==> src/rtl/keypad_scan_4x4.sv <==
// 4x4 matrix keypad scanner with 2-FF row sync and tick-based press/release debounce.
// Press accepted (DEBOUNCE_TICKS-1)*SCAN_DIV+1 cycles after first detection; no backpressure, key_valid is a 1-cycle pulse.
module keypad_scan_4x4 #(
    parameter int SCAN_DIV       = 1000,
    parameter int DEBOUNCE_TICKS = 20
) (
    input  logic       clk,
    input  logic       sys_rst_n,
    input  logic [3:0] row_in,
    output logic [3:0] col_out,
    output logic [3:0] key_code,
    output logic       is_pressed,
    output logic       key_valid
);

    localparam int TW = $clog2(SCAN_DIV);
    localparam int DW = $clog2(DEBOUNCE_TICKS + 1);
    localparam logic [TW-1:0] TICK_LAST = TW'(SCAN_DIV - 1);
    localparam logic [DW-1:0] DEB_DONE  = DW'(DEBOUNCE_TICKS);

    typedef enum logic [1:0] {
        SCAN,
        DEBOUNCE,
        PRESSED
    } state_t;

    state_t        state, state_nxt;
    logic [3:0]    row_m, row_s;
    logic [TW-1:0] tick_cnt;
    logic [1:0]    col_idx, col_nxt;
    logic [1:0]    cand_row, cand_nxt;
    logic [DW-1:0] deb_cnt, deb_nxt;
    logic [3:0]    code_nxt;
    logic          pressed_nxt, valid_nxt;
    logic          tick;
    logic [1:0]    low_idx;
    logic          cand_high;

    assign tick      = (tick_cnt == TICK_LAST);
    assign cand_high = row_s[cand_row];

    // Lowest-index active row wins when several keys share a column.
    always_comb begin
        low_idx = 2'd0;
        for (int i = 3; i >= 0; i--) begin
            if (!row_s[i]) low_idx = 2'(i);
        end
    end

    always_comb begin
        state_nxt   = state;
        col_nxt     = col_idx;
        cand_nxt    = cand_row;
        deb_nxt     = deb_cnt;
        code_nxt    = key_code;
        pressed_nxt = is_pressed;
        valid_nxt   = 1'b0;
        case (state)
            SCAN: begin
                if (tick) begin
                    if (&row_s) begin
                        col_nxt = col_idx + 2'd1;
                        deb_nxt = '0;
                    end else begin
                        cand_nxt = low_idx;
                        if (DEBOUNCE_TICKS == 1) begin
                            code_nxt    = {low_idx, col_idx};
                            pressed_nxt = 1'b1;
                            valid_nxt   = 1'b1;
                            deb_nxt     = '0;
                            state_nxt   = PRESSED;
                        end else begin
                            deb_nxt   = DW'(1);
                            state_nxt = DEBOUNCE;
                        end
                    end
                end
            end
            DEBOUNCE: begin
                if (tick) begin
                    if (!cand_high) begin
                        if (deb_cnt + DW'(1) == DEB_DONE) begin
                            code_nxt    = {cand_row, col_idx};
                            pressed_nxt = 1'b1;
                            valid_nxt   = 1'b1;
                            deb_nxt     = '0;
                            state_nxt   = PRESSED;
                        end else begin
                            deb_nxt = deb_cnt + DW'(1);
                        end
                    end else begin
                        col_nxt   = col_idx + 2'd1;
                        deb_nxt   = '0;
                        state_nxt = SCAN;
                    end
                end
            end
            PRESSED: begin
                // Only the held key's row is watched; other keys cannot retrigger.
                if (tick) begin
                    if (cand_high) begin
                        if (deb_cnt + DW'(1) == DEB_DONE) begin
                            pressed_nxt = 1'b0;
                            col_nxt     = col_idx + 2'd1;
                            deb_nxt     = '0;
                            state_nxt   = SCAN;
                        end else begin
                            deb_nxt = deb_cnt + DW'(1);
                        end
                    end else begin
                        deb_nxt = '0;
                    end
                end
            end
            default: begin
                state_nxt = SCAN;
                deb_nxt   = '0;
            end
        endcase
    end

    always_ff @(posedge clk or negedge sys_rst_n) begin
        if (!sys_rst_n) begin
            row_m      <= 4'b1111;
            row_s      <= 4'b1111;
            tick_cnt   <= '0;
            state      <= SCAN;
            col_idx    <= 2'd0;
            cand_row   <= 2'd0;
            deb_cnt    <= '0;
            col_out    <= 4'b1111;
            key_code   <= 4'h0;
            is_pressed <= 1'b0;
            key_valid  <= 1'b0;
        end else begin
            row_m      <= row_in;
            row_s      <= row_m;
            tick_cnt   <= tick ? '0 : tick_cnt + TW'(1);
            state      <= state_nxt;
            col_idx    <= col_nxt;
            cand_row   <= cand_nxt;
            deb_cnt    <= deb_nxt;
            col_out    <= ~(4'b0001 << col_nxt);
            key_code   <= code_nxt;
            is_pressed <= pressed_nxt;
            key_valid  <= valid_nxt;
        end
    end

endmodule
==> config.mk <==
export PLATFORM = sky130hd
export DESIGN_NAME = keypad_scan_4x4
export DESIGN_NICKNAME = d
export VERILOG_FILES = /design/src/rtl/keypad_scan_4x4.sv
export SDC_FILE = /design/constraint.sdc
export NUM_CORES = 1
export LEC_CHECK = 0
export ABC_AREA = 1
export CORE_ASPECT_RATIO = 0.7
export CORE_UTILIZATION = 40
export CTS_BUF_LIST = sky130_fd_sc_hd__clkbuf_4
export CTS_CLUSTER_SIZE = 14
export DETAILED_ROUTE_END_ITERATION = 8
export HOLD_SLACK_MARGIN = 0.06
export SLEW_MARGIN = 20
export SYNTH_ARGS = -nofsm -noshare
export SYNTH_HDL_FRONTEND = slang
export SYNTH_SLANG_ARGS = --single-unit
==> constraint.sdc <==
create_clock -name clk -period 4.3 [get_ports clk]
set_input_delay 0.86 -clock clk [delete_from_list [all_inputs] [get_ports clk]]
set_output_delay 0.86 -clock clk [all_outputs]
set_load 0.02 [all_outputs]
== After elaboration in Yosys (flattened, before gate mapping) ==
Cells that the tools add are included.

* Add/sub/neg operators: 3
* $mul: 0
* Div/mod/pow operators: 0
* $lt $le $gt $ge: 1
* Equal/unequal tests: 13
* Shift operators: 1
* Multiplexer cells: 43
* Bitwise operators: 3
* Reductions and logical operators: 8

{| class="wikitable"
|+ Operators with widths
! kind !! number
|-
| $mux 2 || 19
|-
| $mux 5 || 6
|-
| $ne 2x2->1 const B || 8
|-
| $pmux 5 s3 || 1
|-
| $reduce_and 7->1 || 2
|-
| $mux 1 || 12
|-
| $pmux 2 s3 || 2
|-
| $add 10x1->10 const B || 1
|-
| $eq 10x10->1 const B || 1
|-
| $mux 10 || 1
|-
| $reduce_and 4->1 || 2
|-
| $reduce_and 3->1 || 2
|-
| $add 5x1->5 const B || 1
|-
| $eq 5x5->1 const B || 1
|-
| $not 4->4 || 1
|-
| $shl 1x2->4 const A || 1
|-
| $lt 2x3->1 const B || 1
|-
| $ne 3x3->1 const B || 1
|-
| $add 2x1->2 const B || 1
|-
| $bmux 1 s2 || 1
|-
| $eq 2x1->1 const B || 1
|-
| $eq 2x2->1 const B || 1
|-
| $logic_not 2->1 || 1
|-
| $not 1->1 || 2
|-
| other kinds (2) || 2
|}

* Flip-flop bits (word level): 39
* Bits in latches: 0
* Memory bits (writable): 0
* Bits in read-only memories: 0
* Input bits: 6
* Output and inout port bits: 10
* Logic and storage cells: 83
* Memories kept: 0

== Longest topological paths before layout ==
* Depth after elaboration: 8
* Depth in mapped cells: 12

== Least setup slack after synthesis ==
OpenSTA, ideal clock, no wires.

* Kind: register to register
* From: reg deb_cnt[0]
* To: reg state[0]
* Setup time: 126 ps
* Data arrival time: 1,362 ps
* Required time: 4,174 ps
* Slack: 2,811 ps
* Stages on the path, launching flop included: 10
* Cell sequence: dfrtp_1 -> ha_1 -> nand3_1 -> nand2_1 -> nand2_1 -> nand3_1 -> nand2_1 -> nand3_1 -> nor2_4 -> o21ai_0

* Longest elaborated chain between the ends: 4
* Elaborated cells between the ends (all ways): 5
* Classes of those cells: add/sub: 1; eq/ne: 3; reduce/logical: 1

{| class="wikitable"
|+ RTL lines
! item !! line !! text
|-
| start: declaration || 32 || <nowiki>logic [DW-1:0] deb_cnt, deb_nxt;</nowiki>
|-
| start signal: assignment || 142 || <nowiki>deb_cnt <= deb_nxt;</nowiki>
|-
| $add 5x1->5 * || 82, 102 ||
|-
| $eq 5x5->1 * || 82, 102 ||
|-
| $ne 3x3->1 (no source line) / $ne 2x2->1 (equally long branches) || -- ||
|-
| $reduce_and 7->1 (no source line) * || -- ||
|-
| end signal: assignment || 139 || <nowiki>state <= state_nxt;</nowiki>
|-
| end: declaration || 27 || <nowiki>state_t state, state_nxt;</nowiki>
|}

Every way passes the cells marked *; elsewhere a longest branch is shown, timed or not.
A chain may end at the register's enable or synchronous reset.

== Worst setup path after layout ==
* From: reg col_out[1]
* To: out col_out[1]

{| class="wikitable"
|+ RTL lines
! item !! line !! text
|-
| start: declaration || 10 || <nowiki>output logic [3:0] col_out,</nowiki>
|-
| start signal: assignment || 143 || <nowiki>col_out <= ~(4'b0001 << col_nxt);</nowiki>
|}

No word-level cell between the ends.

==> run summary <==
The flow ran to the end, but the final reports show violations. The checks that failed: design-rule violations. The total number of nets in the final design came out at 240. The maximum fanout encountered on the critical timing path is 1. The post-synthesis sequential element count works out to 39. The average wire length per cell after detail routing is 11.0 um, and the total nets after synthesis is 218. The tools report the site row count as 20. Yosys mapped the design onto 24 distinct sky130hd cell types. Share of the clock period used by the worst path: 0.538. The run gives 0.546 as the sequential element share of the synthesized area. The tools report the number of gates resized after CTS as 0.

The startpoint identified for the worst register-to-register timing path is deb_cnt[0]$_DFFE_PN0P_. The clock passes through at most 2 buffers. In this run the mean area of a mapped cell was 8.64 um2.

The run gives 4350 um2 as the placeable core area. Timing analysis after detailed placement gives a worst setup slack of 2360 ps. The H-tree was split into 2 levels.

The later pin in the worst-skew pair is clocked with a latency of 340 ps. The total of endpoints with negative setup slack in the final report came out at 0. The number of global-route vias before repair is 1117. The effective utilization at floorplan is 0.417. The end of the worst register-to-register path was col_out[2]$_DFF_PN1_. The first global-routing pass estimated 5320 um of wire.

For this block, the via count after detailed routing is 1351. The run gives 6 as the number of detailed-routing iterations run before antenna repair. The leftover overflow at the end of global routing is 0, and the number of vias per cell after detailed routing is 4.69.

The finished cells cover 2130 um2. During synthesis, Yosys emitted a total of 0 warnings. The final worst-path setup slack was 1990 ps. The worst hold path was traced through 0 stages.

The kind of cell adding the most delay to the critical path is buffers and inverters. Subtracting the final worst setup slack from the clock period gives 2310 ps. In this run, placement finished with an instance count of 280. Relative to the synthesized area, the layout overhead comes to 17.5%. The number of setup buffers added after CTS is 0.

For this block, the initial DRC count from the detailed router was 98. The tools report the number of nets still failing antenna checks after routing as 0. The peak supply drop was 0.000208 V; the number of maximum-capacitance constraint violations was 0. The worst hold path begins at row_m[2]$_DFF_PN1_. For this run, the number of standard cells in the final layout without fillers is 288. The peak per-stage delay on the critical path came out at 590 ps. STA classifies the critical path endpoint as an output port.

The most instantiated flip-flop cell in the synthesis netlist is sky130_fd_sc_hd__dfrtp_1. The run gives 39 as the number of clock sinks. For this design, the CTS-stage hold fixing added 0 buffers. The slowest stage of the critical path belongs to the cell sky130_fd_sc_hd__clkdlybuf4s50_1.

The arrival time of the worst setup path is 1450 ps, and the count of boundary I/O pins is 16. For the worst setup path, the data required time is 3440 ps. The run gives 4810 um2 as the die area. In this run the clock root is driven by a sky130_fd_sc_hd__clkbuf_4. The path type of the worst min-delay path is flip-flop to flip-flop. The chip height came out at 58.3 um. The startpoint kind of the worst setup timing path was a flip-flop. The critical path is of the flip-flop to output port type. The endpoint with the worst hold slack was row_s[2]$_DFF_PN1_. During placement, the flow inserted port buffers numbering 15. The final setup TNS came out at 0 ps. Summing all placed instances gives a cell area of 2030 um2. After technology mapping, the gate count stands at 210. Proportion of layout cells with a drive suffix above 1: 0.150. At the end of routability-driven placement, the weighted congestion stood at 0.810. Timing would allow up to 0.433 GHz. After clock tree synthesis, the clock-pin slew on the worst setup and hold paths is 120 ps.

The die is 82.5 um wide. At the pin with the least slew margin, the transition time is 834 ps. The normalized max-slew margin is 0.444, and the aggregate routed wire length is 3170 um. Setup repair after global routing left no endpoint under its margin.

The residual DRC count was 1. The fraction of registers with async set or reset after synthesis is 1.00, and the depth of the worst register-to-register path is 11. The clock arrives with 13.5 ps of skew.

The wire-length estimate of the detail-placed layout is 2320 um. For the hold violation count in the final report, the log shows 0. The final count of pins violating max slew came out at 0. TritonCTS built the clock tree. The initial antenna violation count is 0. Summing every instance area after synthesis gives 1810 um2.

Counting flops with a built-in enable in the synthesized netlist gives 0. The critical path goes through clkdlybuf4s50_1. Setup slack on the worst reg-to-reg path comes out at 2570 ps. The total inserted antenna cells was 0.

The final design utilization was 0.490. The total power divided by cell area is 325 nW/um2, and the global-route usage over all layers is 0.155. The total buffers and inverters traversed by the critical path is 1.

The leakage power is 1.04 nW. The final-layout fill cell count is 416. Entering global routing, the biggest net connects 40 pins. For the number of buffers created by CTS, the log shows 5.
[layer usage]
metal  vias up  global-route usage  part of all wire
met4         0              0.0517            0.0082
met5         -                   0                 0
met2        36               0.191              0.37
met1       593               0.239              0.55
li1        718                   -                 -
met3         4              0.0636             0.064
[per-stage QoR]
step	total power, mW	hold slack, ps
5_1_grt	0.730	367
2_1_floorplan	0.386	345
4_1_cts	0.708	365
3_5_place_dp	0.399	347
3_3_place_gp	0.398	345
6_report	0.694	363
[worst reg2reg max path, stage by stage (launching register included)]
cell                      delay [ps]
sky130_fd_sc_hd__dfrtp_1         450
sky130_fd_sc_hd__ha_1            270
sky130_fd_sc_hd__nand3_1          80
sky130_fd_sc_hd__nand2_1          50
sky130_fd_sc_hd__nand2_1         110
sky130_fd_sc_hd__nand3_1         180
sky130_fd_sc_hd__nand2_1         120
sky130_fd_sc_hd__nand2_1          80
sky130_fd_sc_hd__nand2_1          80
sky130_fd_sc_hd__inv_1            50
sky130_fd_sc_hd__a21oi_2         120
sky130_fd_sc_hd__nand2_1          70
[area by class of cell]
type                    instances  area (um2)  area share
repair buffers                 15         145      0.0681
well taps                      55        68.8      0.0323
clock buffers                   5        37.5      0.0176
inverters                      26        97.6      0.0458
multi-input cells             145         726       0.340
clock inverters                 3        66.3      0.0311
flip-flops and latches         39         991       0.465
[cells in the final DEF (no fill, tap or decap), types with 2 or more instances in the layout]
cell	Yosys	routed
sky130_fd_sc_hd__a21oi_2	2	2
sky130_fd_sc_hd__dfstp_2	12	12
sky130_fd_sc_hd__nor2_1	20	20
sky130_fd_sc_hd__nand3_1	14	14
sky130_fd_sc_hd__nor2_4	2	2
sky130_fd_sc_hd__bufinv_16	0	2
sky130_fd_sc_hd__dfrtp_1	27	27
sky130_fd_sc_hd__clkdlybuf4s50_1	0	14
sky130_fd_sc_hd__nand2_4	2	2
sky130_fd_sc_hd__nand2_2	4	4
sky130_fd_sc_hd__nor3_1	4	4
sky130_fd_sc_hd__inv_1	24	24
sky130_fd_sc_hd__nand2_1	63	63
sky130_fd_sc_hd__inv_2	2	2
sky130_fd_sc_hd__ha_1	2	2
sky130_fd_sc_hd__o21ai_0	7	7
sky130_fd_sc_hd__nand4_1	6	6
sky130_fd_sc_hd__xor2_1	4	4
sky130_fd_sc_hd__clkbuf_4	0	5
sky130_fd_sc_hd__a21oi_1	4	4
sky130_fd_sc_hd__o21ai_1	2	2
sky130_fd_sc_hd__o22ai_1	3	3
sky130_fd_sc_hd__a31oi_1	2	2
[state kept, by name, indices dropped and copies added, names as in the netlist]
name,flops
tick_cnt,10
deb_cnt,5
col_out,4
key_code,4
row_m,4
row_s,4
cand_row,2
col_idx,2
state,2
is_pressed,1
key_valid,1
[power breakdown]
part	switching, mW	leakage (nW)	internal (mW)
registers	0.00217	0.489	0.374
logic	0.0103	0.493	0.00495
clock network	0.121	0.0557	0.181
[Yosys cell counts (2+ instances only)]
cell type,instances,share of area
sky130_fd_sc_hd__ha_1,2,0.014
sky130_fd_sc_hd__dfrtp_1,27,0.37
sky130_fd_sc_hd__o21ai_1,2,0.0055
sky130_fd_sc_hd__a21oi_2,2,0.0097
sky130_fd_sc_hd__nand2_1,63,0.13
sky130_fd_sc_hd__inv_2,2,0.0041
sky130_fd_sc_hd__o22ai_1,3,0.010
sky130_fd_sc_hd__nor2_1,20,0.041
sky130_fd_sc_hd__a21oi_1,4,0.011
sky130_fd_sc_hd__nand4_1,6,0.021
sky130_fd_sc_hd__nand2_2,4,0.014
sky130_fd_sc_hd__o21ai_0,7,0.019
sky130_fd_sc_hd__nand3_1,14,0.039
sky130_fd_sc_hd__nor3_1,4,0.011
sky130_fd_sc_hd__dfstp_2,12,0.17
sky130_fd_sc_hd__a31oi_1,2,0.0069
sky130_fd_sc_hd__inv_1,24,0.050
sky130_fd_sc_hd__nor2_4,2,0.012
sky130_fd_sc_hd__nand2_4,2,0.012
sky130_fd_sc_hd__xor2_1,4,0.019
[kinds of logic (layout without fill, tap and decap cells)]
group           count (synthesis)  count (layout)  synth area share
buf+inv                        26              49            0.0538
flops                          39              39             0.546
compound gates                 20              20            0.0628
fa+ha+maj                       2               2            0.0138
xor+xnor                        5               5            0.0241
simple gates                  118             118             0.299
[worst max-delay path by stage]
stage | from | endpoint | slack [ps] | depth (start not counted)
global placement | col_out[2]$_DFF_PN1_ | col_out[2] | 2360 | 1
CTS | col_out[1]$_DFF_PN1_ | col_out[1] | 1950 | 1
finish | col_out[1]$_DFF_PN1_ | col_out[1] | 1990 | 1
floorplan | deb_cnt[0]$_DFFE_PN0P_ | state[0]$_DFFE_PN0P_ | 2810 | 9
global route | col_out[1]$_DFF_PN1_ | col_out[1] | 1890 | 1
detailed placement | col_out[1]$_DFF_PN1_ | col_out[1] | 2360 | 1
No activity file was read; power rests on OpenSTA's default activity.
